==> src/rtl/branch_resolve_ctrl_pkg.sv <==
// Shared RV32I opcodes, widths and types for the branch resolution controller
// and its branch history table.
package branch_resolve_ctrl_pkg;

    localparam int WORD_LENGTH = 32;
    localparam int OPCODE_SIZE = 7;

    localparam logic [OPCODE_SIZE-1:0] OP_BRANCH = 7'b1100011;
    localparam logic [OPCODE_SIZE-1:0] OP_JAL    = 7'b1101111;
    localparam logic [OPCODE_SIZE-1:0] OP_JALR   = 7'b1100111;

    typedef enum logic {IDLE, REDIRECT} br_state_t;

    typedef logic [1:0] bht_cnt_t;

    localparam bht_cnt_t BHT_INIT = 2'b01;

    // 2-bit saturating counter step toward taken (3) or not-taken (0).
    function automatic bht_cnt_t sat_update(input bht_cnt_t cnt, input logic taken);
        if (taken)
            return (cnt == 2'b11) ? cnt : bht_cnt_t'(cnt + 2'b01);
        else
            return (cnt == 2'b00) ? cnt : bht_cnt_t'(cnt - 2'b01);
    endfunction

endpackage

==> src/rtl/branch_resolve_ctrl_bht_2bit.sv <==
// Branch history table of 2-bit saturating counters: combinational read port,
// single saturating write port, asynchronous reset to weakly not-taken.
module bht_2bit
    import branch_resolve_ctrl_pkg::*;
#(
    parameter int BHT_ENTRIES = 16,
    parameter int IDX_W       = $clog2(BHT_ENTRIES)
) (
    input  logic             clk,
    input  logic             rst,
    input  logic [IDX_W-1:0] rd_idx,
    output bht_cnt_t         rd_cnt,
    input  logic             wr_en,
    input  logic [IDX_W-1:0] wr_idx,
    input  logic             wr_taken
);

    bht_cnt_t cnt [BHT_ENTRIES];

    // Read sees the pre-edge value when it hits the entry being written.
    assign rd_cnt = cnt[rd_idx];

    always_ff @(posedge clk or posedge rst) begin
        if (rst) begin
            for (int i = 0; i < BHT_ENTRIES; i++)
                cnt[i] <= BHT_INIT;
        end else if (wr_en) begin
            cnt[wr_idx] <= sat_update(cnt[wr_idx], wr_taken);
        end
    end

endmodule

==> src/rtl/branch_resolve_ctrl.sv <==
// Resolves EX-stage branches/jumps against the fetch-time prediction and
// drives a held redirect handshake plus IF/ID and ID/EX flushes.
module branch_resolve_ctrl
    import branch_resolve_ctrl_pkg::*;
#(
    parameter int BHT_ENTRIES = 16,
    parameter int CNT_W       = 32
) (
    input  logic                   clk,
    input  logic                   rst,
    input  logic [WORD_LENGTH-1:0] if_pc,
    output logic                   pred_taken,
    input  logic                   ex_valid,
    input  logic [OPCODE_SIZE-1:0] ex_opcode,
    input  logic [WORD_LENGTH-1:0] ex_pc,
    input  logic [WORD_LENGTH-1:0] ex_target,
    input  logic                   ex_pred_taken,
    input  logic                   branch_taken,
    input  logic                   stall,
    output logic                   redirect_valid,
    output logic [WORD_LENGTH-1:0] redirect_pc,
    input  logic                   redirect_ready,
    output logic                   flush_if_id,
    output logic                   flush_id_ex,
    output logic [CNT_W-1:0]       branch_count,
    output logic [CNT_W-1:0]       mispredict_count
);

    localparam int IDX_W = $clog2(BHT_ENTRIES);

    br_state_t              state, state_next;
    logic                   is_br, is_jmp, resolve, taken, mispredict;
    logic [WORD_LENGTH-1:0] target;
    bht_cnt_t               rd_cnt;
    logic                   unused_pc_bits;

    assign unused_pc_bits = ^{if_pc[WORD_LENGTH-1:IDX_W+2], if_pc[1:0]};

    always_comb begin
        is_br      = (ex_opcode == OP_BRANCH);
        is_jmp     = (ex_opcode == OP_JAL) || (ex_opcode == OP_JALR);
        // A stalled EX instruction only resolves on its first unstalled cycle.
        resolve    = (state == IDLE) && ex_valid && !stall && (is_br || is_jmp);
        taken      = is_jmp ? 1'b1 : branch_taken;
        mispredict = is_jmp || (taken != ex_pred_taken);
        target     = taken ? ex_target : ex_pc + WORD_LENGTH'(4);
    end

    bht_2bit #(
        .BHT_ENTRIES (BHT_ENTRIES),
        .IDX_W       (IDX_W)
    ) u_bht (
        .clk      (clk),
        .rst      (rst),
        .rd_idx   (if_pc[IDX_W+1:2]),
        .rd_cnt   (rd_cnt),
        .wr_en    (resolve && is_br),
        .wr_idx   (ex_pc[IDX_W+1:2]),
        .wr_taken (taken)
    );

    assign pred_taken = rd_cnt[1];

    always_ff @(posedge clk or posedge rst) begin
        if (rst)
            state <= IDLE;
        else
            state <= state_next;
    end

    always_comb begin
        state_next     = state;
        redirect_valid = 1'b0;
        flush_if_id    = 1'b0;
        flush_id_ex    = 1'b0;
        case (state)
            IDLE: begin
                if (resolve && mispredict)
                    state_next = REDIRECT;
            end
            REDIRECT: begin
                redirect_valid = 1'b1;
                flush_if_id    = 1'b1;
                flush_id_ex    = 1'b1;
                if (redirect_ready)
                    state_next = IDLE;
            end
            default: state_next = IDLE;
        endcase
    end

    always_ff @(posedge clk or posedge rst) begin
        if (rst) begin
            redirect_pc      <= '0;
            branch_count     <= '0;
            mispredict_count <= '0;
        end else if (resolve) begin
            branch_count <= branch_count + CNT_W'(1);
            if (mispredict) begin
                redirect_pc      <= target;
                mispredict_count <= mispredict_count + CNT_W'(1);
            end
        end
    end

endmodule
==> config.mk <==
export PLATFORM = sky130hd
export DESIGN_NAME = branch_resolve_ctrl
export DESIGN_NICKNAME = d
export VERILOG_FILES = /design/src/rtl/branch_resolve_ctrl_pkg.sv /design/src/rtl/branch_resolve_ctrl_bht_2bit.sv /design/src/rtl/branch_resolve_ctrl.sv
export SDC_FILE = /design/constraint.sdc
export NUM_CORES = 1
export LEC_CHECK = 0
export CAP_MARGIN = 20
export CELL_PAD_IN_SITES_DETAIL_PLACEMENT = 2
export CELL_PAD_IN_SITES_GLOBAL_PLACEMENT = 2
export CORE_MARGIN = 4
export CORE_UTILIZATION = 31
export DETAILED_ROUTE_END_ITERATION = 8
export GPL_TIMING_DRIVEN = 0
export PLACE_DENSITY_LB_ADDON = 0.1
export SYNTH_ARGS = -nofsm -noshare
export SYNTH_HDL_FRONTEND = slang
export SYNTH_SLANG_ARGS = --single-unit
==> constraint.sdc <==
create_clock -name clk -period 7.81 [get_ports clk]
set_input_delay 1.1715 -clock clk [delete_from_list [all_inputs] [get_ports clk]]
set_output_delay 1.1715 -clock clk [all_outputs]
set_load 0.05 [all_outputs]
==> results of run 1 <==
synth_stat cells (all sizes together) (3+ instances only):
cell and number:
dfrtp 113, xnor2 65, nand2 62, nand3 47, mux2 34, nor2 33, o21ai 31, nand4 27
clkbuf 23, nor3 20, dfstp 16, xor2 16, and3 14, mux4 13, inv 12, mux2i 12
nor4 11, a22oi 10, and4 10, buf 10, a21oi 9, and2 8, ha 6, or3 6
a31oi 4, nor3b 4, a21o 3, a311oi 3, or2 3
flip-flops by register name, summed over array words and instances, names as in the netlist:
signal            flops
state                 1
branch_count         32
redirect_pc          32
u_bht.cnt            32
mispredict_count     32
cell type report:
type	count	share of cell area
Buffer	33	0.0163
Tap cell	275	0.0359
Sequential cell	129	0.339
Multi-Input combinational cell	469	0.349
Timing Repair Buffer	182	0.191
Clock buffer	20	0.0466
Inverter	12	0.00522
Antenna cell	2	0.000522
Clock inverter	12	0.0164
cells by family (layout without fill, tap and decap cells):
logic type | Yosys count | after routing | share of synthesized area
buf+inv | 45 | 259 | 0.0296
flops | 129 | 129 | 0.478
xor+xnor | 81 | 81 | 0.104
simple gates | 250 | 250 | 0.190
fa+ha+maj | 6 | 6 | 0.0110
compound gates | 73 | 73 | 0.0688
other cells | 0 | 2 | 0
mux | 59 | 59 | 0.118
through the flow:
step	total power, mW	util	hold WS (ns)	area [um2]
floorplan	0.858	-	0.491	6800
global placement	0.977	0.420	0.461	8950
detailed placement	0.987	0.422	0.468	8990
CTS	1.83	0.451	0.484	9590
global route	1.88	0.451	0.504	9590
finish	1.80	0.451	0.481	9600
routing by layer:
layer	track usage	share of wire	vias up
met5	0	0	-
met4	0.0545	0.013	0
met3	0.0402	0.042	25
met2	0.367	0.52	131
met1	0.240	0.42	3038
li1	-	-	2707
placed cells by master, fill, tap and decap left out, types with 25 or more instances in the layout:
cell type and instances:
nand2_1 62, dfrtp_1 113, o21ai_0 28, xnor2_1 65, nand3_1 47, clkdlybuf4s50_1 180, clkbuf_1 25, nor2_1 33
nand4_1 27, mux2_2 34
where the power goes:
group          internal [mW]  leakage, nW  switching (mW)
clock network          0.512        0.287           0.318
logic                  0.104         1.91           0.160
registers              0.691         1.73          0.0170
critical path, stage by stage:
cell and delay [ns]:
clkdlybuf4s50_1 0.64, mux4_2 0.59, mux4_2 0.51, clkdlybuf4s50_1 0.72
how the worst max path moves through the flow:
stage                         from              end  cells after the start
after floorplan                rst  branch_count[0]                      1
after global placement         rst  redirect_pc[15]                      2
after detailed placement  if_pc[2]       pred_taken                      4
after CTS                 if_pc[2]       pred_taken                      4
after global routing      if_pc[2]       pred_taken                      4
final                     if_pc[2]       pred_taken                      4
==> flow_metrics.env, run 1 <==
export IMPL_status="finished, final reports clean"
export IMPL_cts_root_buffer="clkbuf_16"
export IMPL_r2r_slack_ns=4.91
export IMPL_synth_cells=643
export IMPL_die_area_um2=24400
export IMPL_min_period_ns=4.80
export IMPL_grt_use_total=0.201
export IMPL_min_path_cells=1
export IMPL_startpoint_type="input port"
export IMPL_final_layout_size_suffix_gt1_frac=0.131
export IMPL_rsz0062_at_grt="false"
export IMPL_synth_top_cell_by_area="dfrtp_1"
export IMPL_dp_slack_ns=3.06
export IMPL_worstHoldStart="redirect_pc[16]"
export IMPL_ys_warn_count=0
export IMPL_drt_wl_total_um=24300
export IMPL_syn_to_final_growth_pct=41.1
export IMPL_synth_top_area_share=0.416
export IMPL_cts_hold_buf=0
export IMPL_die_h_um=156
export IMPL_initialDrtViolationCount=151
export IMPL_async_reset_ff_frac=1.00
export IMPL_post_cts_resized=0
export IMPL_cp_required_ns=6.64
export IMPL_rr_worst_depth=6
export IMPL_crit_fanout=4
export IMPL_synth_area_leaders="dfrtp_1 (42%), xnor2_1 (8.4%), dfstp_2 (6.2%), mux2_2 (5.6%), mux4_2 (4.0%)"
export IMPL_yosys_register_bits=129
export IMPL_synthFlopType="dfrtp_1"
export IMPL_finalClockSkew_ns=0.00955
export IMPL_n_fill_cell=2188
export IMPL_drc=0
export IMPL_post_cts_buffers=0
export IMPL_vias=5901
export IMPL_dp_cells=1100
export IMPL_h_tree_depth=4
export IMPL_arrival_ns=3.63
export IMPL_synth_edf_count=0
export IMPL_portBuffers=180
export IMPL_setup_slack_ns=3.01
export IMPL_nets=960
export IMPL_grt_ovfl_total=0
export IMPL_finalCritPeriodShare=0.615
export IMPL_maxSlewHeadroom=0.428
export IMPL_path_class="in2out"
export IMPL_ys_types=54
export IMPL_hold_viol=0
export IMPL_drtPass1Iterations=4
export IMPL_hold_end="redirect_pc[16]"
export IMPL_grt_pass1_vias=6558
export IMPL_seq_area_um2=3250
export IMPL_end_kind="primary output"
export IMPL_dp_hpwl_um=18300
export IMPL_cts_tree="done"
export IMPL_rows=53
export IMPL_antenna_found_initial=2
export IMPL_cts_made_buffers=17
export IMPL_grt_start_max_net_pins=80
export IMPL_grt_pass1_wl_um=38100
export IMPL_cts_sinks=129
export IMPL_maxCapViolCount=0
export IMPL_synth_nets=759
export IMPL_powerDensity_nw_per_um2=188
export IMPL_worstMarginPinSlew_ns=0.856
export IMPL_wl_per_cell_um=21.4
export IMPL_finalNonFillerCells=1134
export IMPL_dieWidth_um=156
export IMPL_p_leak_nw=3.92
export IMPL_fin_tns_setup_ns=0
export IMPL_reg2reg_from="state"
export IMPL_ios=210
export IMPL_yosysSeqAreaShare=0.478
export IMPL_cts_buffer_depth=2
export IMPL_core_area_um2=21300
export IMPL_multiInputGateArea_um2=3350
export IMPL_hold_class="reg2reg"
export IMPL_syn_area_per_cell_um2=10.6
export IMPL_setup_viol=0
export IMPL_worstReg2RegEnd="mispredict_count[26]"
export IMPL_insertion_delay_ns=0.43
export IMPL_clk_pin_slew_worst_paths_ns=0.06
export IMPL_gp_congestion=0.769
export IMPL_drtAntennaViolNets=0
export IMPL_viasPerCell=5.20
export IMPL_report_final_slew_viol_count=0
export IMPL_clock_fmax_ghz=0.208
export IMPL_synth_area_um2=6800
export IMPL_initial_utilization=0.319
export IMPL_ir_drop_v=0.000146
No activity file was read; power rests on OpenSTA's default activity.
==> run 2: changes to the inputs <==
--- a/config.mk
+++ b/config.mk
@@ -9,7 +9,7 @@
 export CELL_PAD_IN_SITES_DETAIL_PLACEMENT = 2
 export CELL_PAD_IN_SITES_GLOBAL_PLACEMENT = 2
 export CORE_MARGIN = 4
-export CORE_UTILIZATION = 31
+export CORE_UTILIZATION = 29
 export DETAILED_ROUTE_END_ITERATION = 8
 export GPL_TIMING_DRIVEN = 0
 export PLACE_DENSITY_LB_ADDON = 0.1
==> constraint.sdc (replaced) <==
create_clock -name clk -period 4.85 [get_ports clk]
set_input_delay 0.7275 -clock clk [delete_from_list [all_inputs] [get_ports clk]]
set_output_delay 0.7275 -clock clk [all_outputs]
set_load 0.05 [all_outputs]
==> flow_metrics.env, run 2 (synthesis results as in run 1) <==
export IMPL_post_cts_buffers=0
export IMPL_vias=5880
export IMPL_finalCritPeriodShare=0.795
export IMPL_finalNonFillerCells=1170
export IMPL_drt_wl_total_um=24200
export IMPL_viasPerCell=5.03
export IMPL_post_cts_resized=0
export IMPL_reg2reg_from="state"
export IMPL_critPathMaxStageDelay_ns=0.72
export IMPL_cts_sinks=129
export IMPL_whs_ns=0.478
export IMPL_dp_cells=1138
export IMPL_crit_start="if_pc[2]"
export IMPL_powerDensity_nw_per_um2=307
export IMPL_worstMarginPinSlew_ns=0.773
export IMPL_insertion_delay_ns=0.43
export IMPL_rr_worst_depth=6
export IMPL_setup_slack_ns=0.992
export IMPL_gp_congestion=0.797
export IMPL_min_period_ns=3.86
export IMPL_grt_pass1_wl_um=38600
export IMPL_antenna_found_initial=1
export IMPL_cts_hold_buf=0
export IMPL_arrival_ns=3.13
export IMPL_syn_to_final_growth_pct=42.1
export IMPL_cp_slowest_cell="clkdlybuf4s50_1"
export IMPL_dp_slack_ns=0.982
export IMPL_crit_fanout=4
export IMPL_n_fill_cell=2414
export IMPL_grt_start_max_net_pins=70
export IMPL_grt_use_total=0.189
export IMPL_path_class="in2out"
export IMPL_ios=210
export IMPL_grt_pass1_vias=6702
export IMPL_worstHoldStart="branch_count[31]"
export IMPL_worstReg2RegEnd="mispredict_count[17]"
export IMPL_core_area_um2=22800
export IMPL_dieWidth_um=161
export IMPL_grt_ovfl_total=0
export IMPL_initialDrtViolationCount=204
export IMPL_diodes=0
export IMPL_layout_commonest_cell="clkdlybuf4s50_1"
export IMPL_rsz0062_at_grt="false"
export IMPL_initial_utilization=0.298
export IMPL_cp_required_ns=4.12
export IMPL_dp_hpwl_um=18000
export IMPL_maxCapViolCount=0
export IMPL_wl_per_cell_um=20.6
export IMPL_end_kind="primary output"
export IMPL_p_leak_nw=3.94
export IMPL_final_cell_area_um2=9660
export IMPL_drc=0
export IMPL_die_area_um2=26000
export IMPL_ir_drop_v=0.000199
export IMPL_fin_tns_setup_ns=0
export IMPL_seq_area_um2=3250
export IMPL_final_layout_size_suffix_gt1_frac=0.132
export IMPL_nets=960
export IMPL_setup_viol=0
export IMPL_maxSlewHeadroom=0.483
export IMPL_h_tree_depth=4
export IMPL_hold_class="reg2reg"
export IMPL_drtPass1Iterations=4
export IMPL_status="finished, final reports clean"
export IMPL_cts_tree="done"
export IMPL_crit_chain="clkdlybuf4s50_1 > mux4_2 > mux4_2 > clkdlybuf4s50_1"
export IMPL_startpoint_type="input port"
export IMPL_drtAntennaViolNets=0
export IMPL_portBuffers=180
export IMPL_r2r_slack_ns=1.94
export IMPL_multiInputGateArea_um2=3350
export IMPL_hold_viol=0
export IMPL_report_final_slew_viol_count=0
export IMPL_clk_pin_slew_worst_paths_ns=0.06
export IMPL_cts_buffer_depth=2
export IMPL_finalClockSkew_ns=0.0115
export IMPL_dpl_cell_area_um2=9030
export IMPL_die_h_um=161
export IMPL_critPathCapture="pred_taken"
export IMPL_cts_root_buffer="clkbuf_16"
export IMPL_cts_made_buffers=17
export IMPL_rows=55
export IMPL_clock_fmax_ghz=0.259
export IMPL_final_cell_mix="clkdlybuf4s50_1 (180), dfrtp_1 (113), xnor2_1 (65)"
==> run 2: cell type report <==
type                       count  area share
timing repair buffer         182       0.190
inverter                      12     0.00518
clock inverter                14      0.0207
multi-input combinational    469       0.347
tap                          313      0.0405
buffer                        33      0.0162
clock buffer                  18      0.0444
sequential                   129       0.336
==> run 2: layer usage <==
layer / track usage / up-vias / routed length, um
met5: 0 / - / 8
met4: 0.0485 / 2 / 285
met3: 0.0383 / 20 / 995
met2: 0.330 / 140 / 12200
met1: 0.240 / 3001 / 10700
li1: - / 2717 / -
==> run 2: worst max-delay path, delay by kind of cell <==
kind	cells	cell delay, ns
multiplexers	2	1.05
buffers and inverters	2	1.36
==> run 2: power by group <==
part           switching (mW)  internal [mW]  leakage, nW
Sequential             0.0258           1.11         1.73
Combinational           0.260          0.167         1.91
Clock                   0.533          0.870        0.304
==> run 2: how the worst min path moves through the flow <==
stage / endpoint / slack, ns / depth (start not counted)
floorplan: u_bht.cnt[11] / 0.49 / 1
global placement: redirect_pc[16] / 0.46 / 1
detailed placement: branch_count[31] / 0.46 / 1
CTS: redirect_pc[17] / 0.49 / 2
global route: mispredict_count[31] / 0.51 / 1
finish: branch_count[31] / 0.48 / 1
==> run 2: per-stage QoR <==
step,power [mW],util
2_1_floorplan,1.38,-
3_3_place_gp,1.57,0.394
3_5_place_dp,1.59,0.395
4_1_cts,3.02,0.423
5_1_grt,3.10,0.423
6_report,2.97,0.423
==> run 3: changes to the inputs <==
==> constraint.sdc (replaced) <==
create_clock -name clk -period 4 [get_ports clk]
set_input_delay 0.6 -clock clk [delete_from_list [all_inputs] [get_ports clk]]
set_output_delay 0.6 -clock clk [all_outputs]
set_load 0.05 [all_outputs]
==> flow_metrics.env, run 3 (synthesis results as in run 1) <==
export IMPL_status="finished, final reports clean"
export IMPL_post_cts_buffers=0
export IMPL_hold_viol=0
export IMPL_cp_required_ns=3.40
export IMPL_drtPass1Iterations=5
export IMPL_min_period_ns=3.59
export IMPL_startpoint_type="input port"
export IMPL_ir_drop_v=0.000210
export IMPL_die_h_um=161
export IMPL_vias=5841
export IMPL_p_leak_nw=3.93
export IMPL_clock_fmax_ghz=0.279
export IMPL_gp_congestion=0.761
export IMPL_initialDrtViolationCount=235
export IMPL_seq_area_um2=3250
export IMPL_grt_start_max_net_pins=44
export IMPL_drc=0
export IMPL_grt_ovfl_total=0
export IMPL_h_tree_depth=4
export IMPL_multiInputGateArea_um2=3350
export IMPL_portBuffers=180
export IMPL_maxCapViolCount=0
export IMPL_cts_buffer_depth=2
export IMPL_grt_use_met3=0.0393
export IMPL_ios=210
export IMPL_finalCritPeriodShare=0.897
export IMPL_crit_fanout=4
export IMPL_dp_hpwl_um=18400
export IMPL_clk_pin_slew_worst_paths_ns=0.06
export IMPL_syn_to_final_growth_pct=42.3
export IMPL_rows=55
export IMPL_die_area_um2=26000
export IMPL_final_layout_size_suffix_gt1_frac=0.133
export IMPL_wl_per_cell_um=20.7
export IMPL_worstMarginPinSlew_ns=0.805
export IMPL_cts_root_buffer="clkbuf_16"
export IMPL_gr_usage_met1=0.235
export IMPL_viasPerCell=4.98
export IMPL_core_area_um2=22800
export IMPL_fin_tns_setup_ns=0
export IMPL_post_cts_resized=0
export IMPL_setup_viol=0
export IMPL_insertion_delay_ns=0.42
export IMPL_grt_pass1_wl_um=38600
export IMPL_cts_made_buffers=17
export IMPL_cts_hold_buf=0
export IMPL_arrival_ns=2.99
export IMPL_grt_use_total=0.188
export IMPL_report_final_slew_viol_count=0
export IMPL_rsz0062_at_grt="false"
export IMPL_cts_tree="done"
export IMPL_whs_ns=0.483
export IMPL_cts_sinks=129
export IMPL_finalClockSkew_ns=0.0136
export IMPL_layout_commonest_cell="clkdlybuf4s50_1"
export IMPL_nets=962
export IMPL_drt_wl_total_um=24300
export IMPL_path_class="in2out"
export IMPL_antenna_found_initial=0
export IMPL_n_fill_cell=2435
export IMPL_hold_class="reg2reg"
export IMPL_dieWidth_um=161
export IMPL_grt_pass1_vias=6679
export IMPL_powerDensity_nw_per_um2=368
export IMPL_initial_utilization=0.298
export IMPL_busiest_layer="met2"
export IMPL_met2_usage=0.334
export IMPL_maxSlewHeadroom=0.462
export IMPL_end_kind="primary output"
export IMPL_final_cell_mix="clkdlybuf4s50_1 (180), dfrtp_1 (113), xnor2_1 (65)"
export IMPL_drtAntennaViolNets=0
## run 3: area by class of cell
cell class	count	area share
plain buffers	33	0.0162
diodes	1	0.000259
multi-input cells	469	0.346
repair buffers	184	0.193
inverters	12	0.00504
well taps	313	0.0405
flip-flops and latches	129	0.336
clock buffers	19	0.0447
clock inverters	13	0.0182
## run 3: per-stage QoR
stage	cells	setup WS, ns	utilization	instance area [um2]	total power, mW
after detailed placement	1140	0.289	0.397	9060	1.93
after CTS	1172	0.374	0.423	9670	3.61
final	1173	0.413	0.424	9680	3.56
after global routing	1172	0.321	0.423	9670	3.69
after floorplan	643	1.58	-	6800	1.68
after global placement	1136	0.343	0.394	9000	1.91
## run 3: worst paths after layout
kind	depth (start not counted)	slack, ns	start	end
min reg2reg	2	0.48	redirect_pc[20]	redirect_pc[20]
min	2	0.48	redirect_pc[20]	redirect_pc[20]
max reg2reg	6	0.97	state	mispredict_count[26]
max	4	0.41	if_pc[2]	pred_taken
min in group asynchronous	2	0.57	rst	redirect_pc[8]
max in group asynchronous	4	2.60	rst	redirect_pc[0]
## run 3: where the power goes
group	leakage (nW)	switching (mW)	total, mW	internal (mW)
Combinational	1.92	0.313	0.519	0.206
Sequential	1.73	0.0319	1.38	1.35
Clock	0.288	0.662	1.66	0.997
Total	3.93	1.01	3.56	2.55
## run 3: layer usage
layer  share of wire  wire (um)  up-vias
li1                -          -     2725
met2            0.51      12300      106
met5               0          0        -
met3           0.034        831       14
met1            0.45      10900     2996
met4          0.0096        232        0
## run 3: worst max-delay path: stages
cell and delay [ns]:
clkdlybuf4s50_1 0.63, mux4_2 0.57, mux4_2 0.47, clkdlybuf4s50_1 0.72
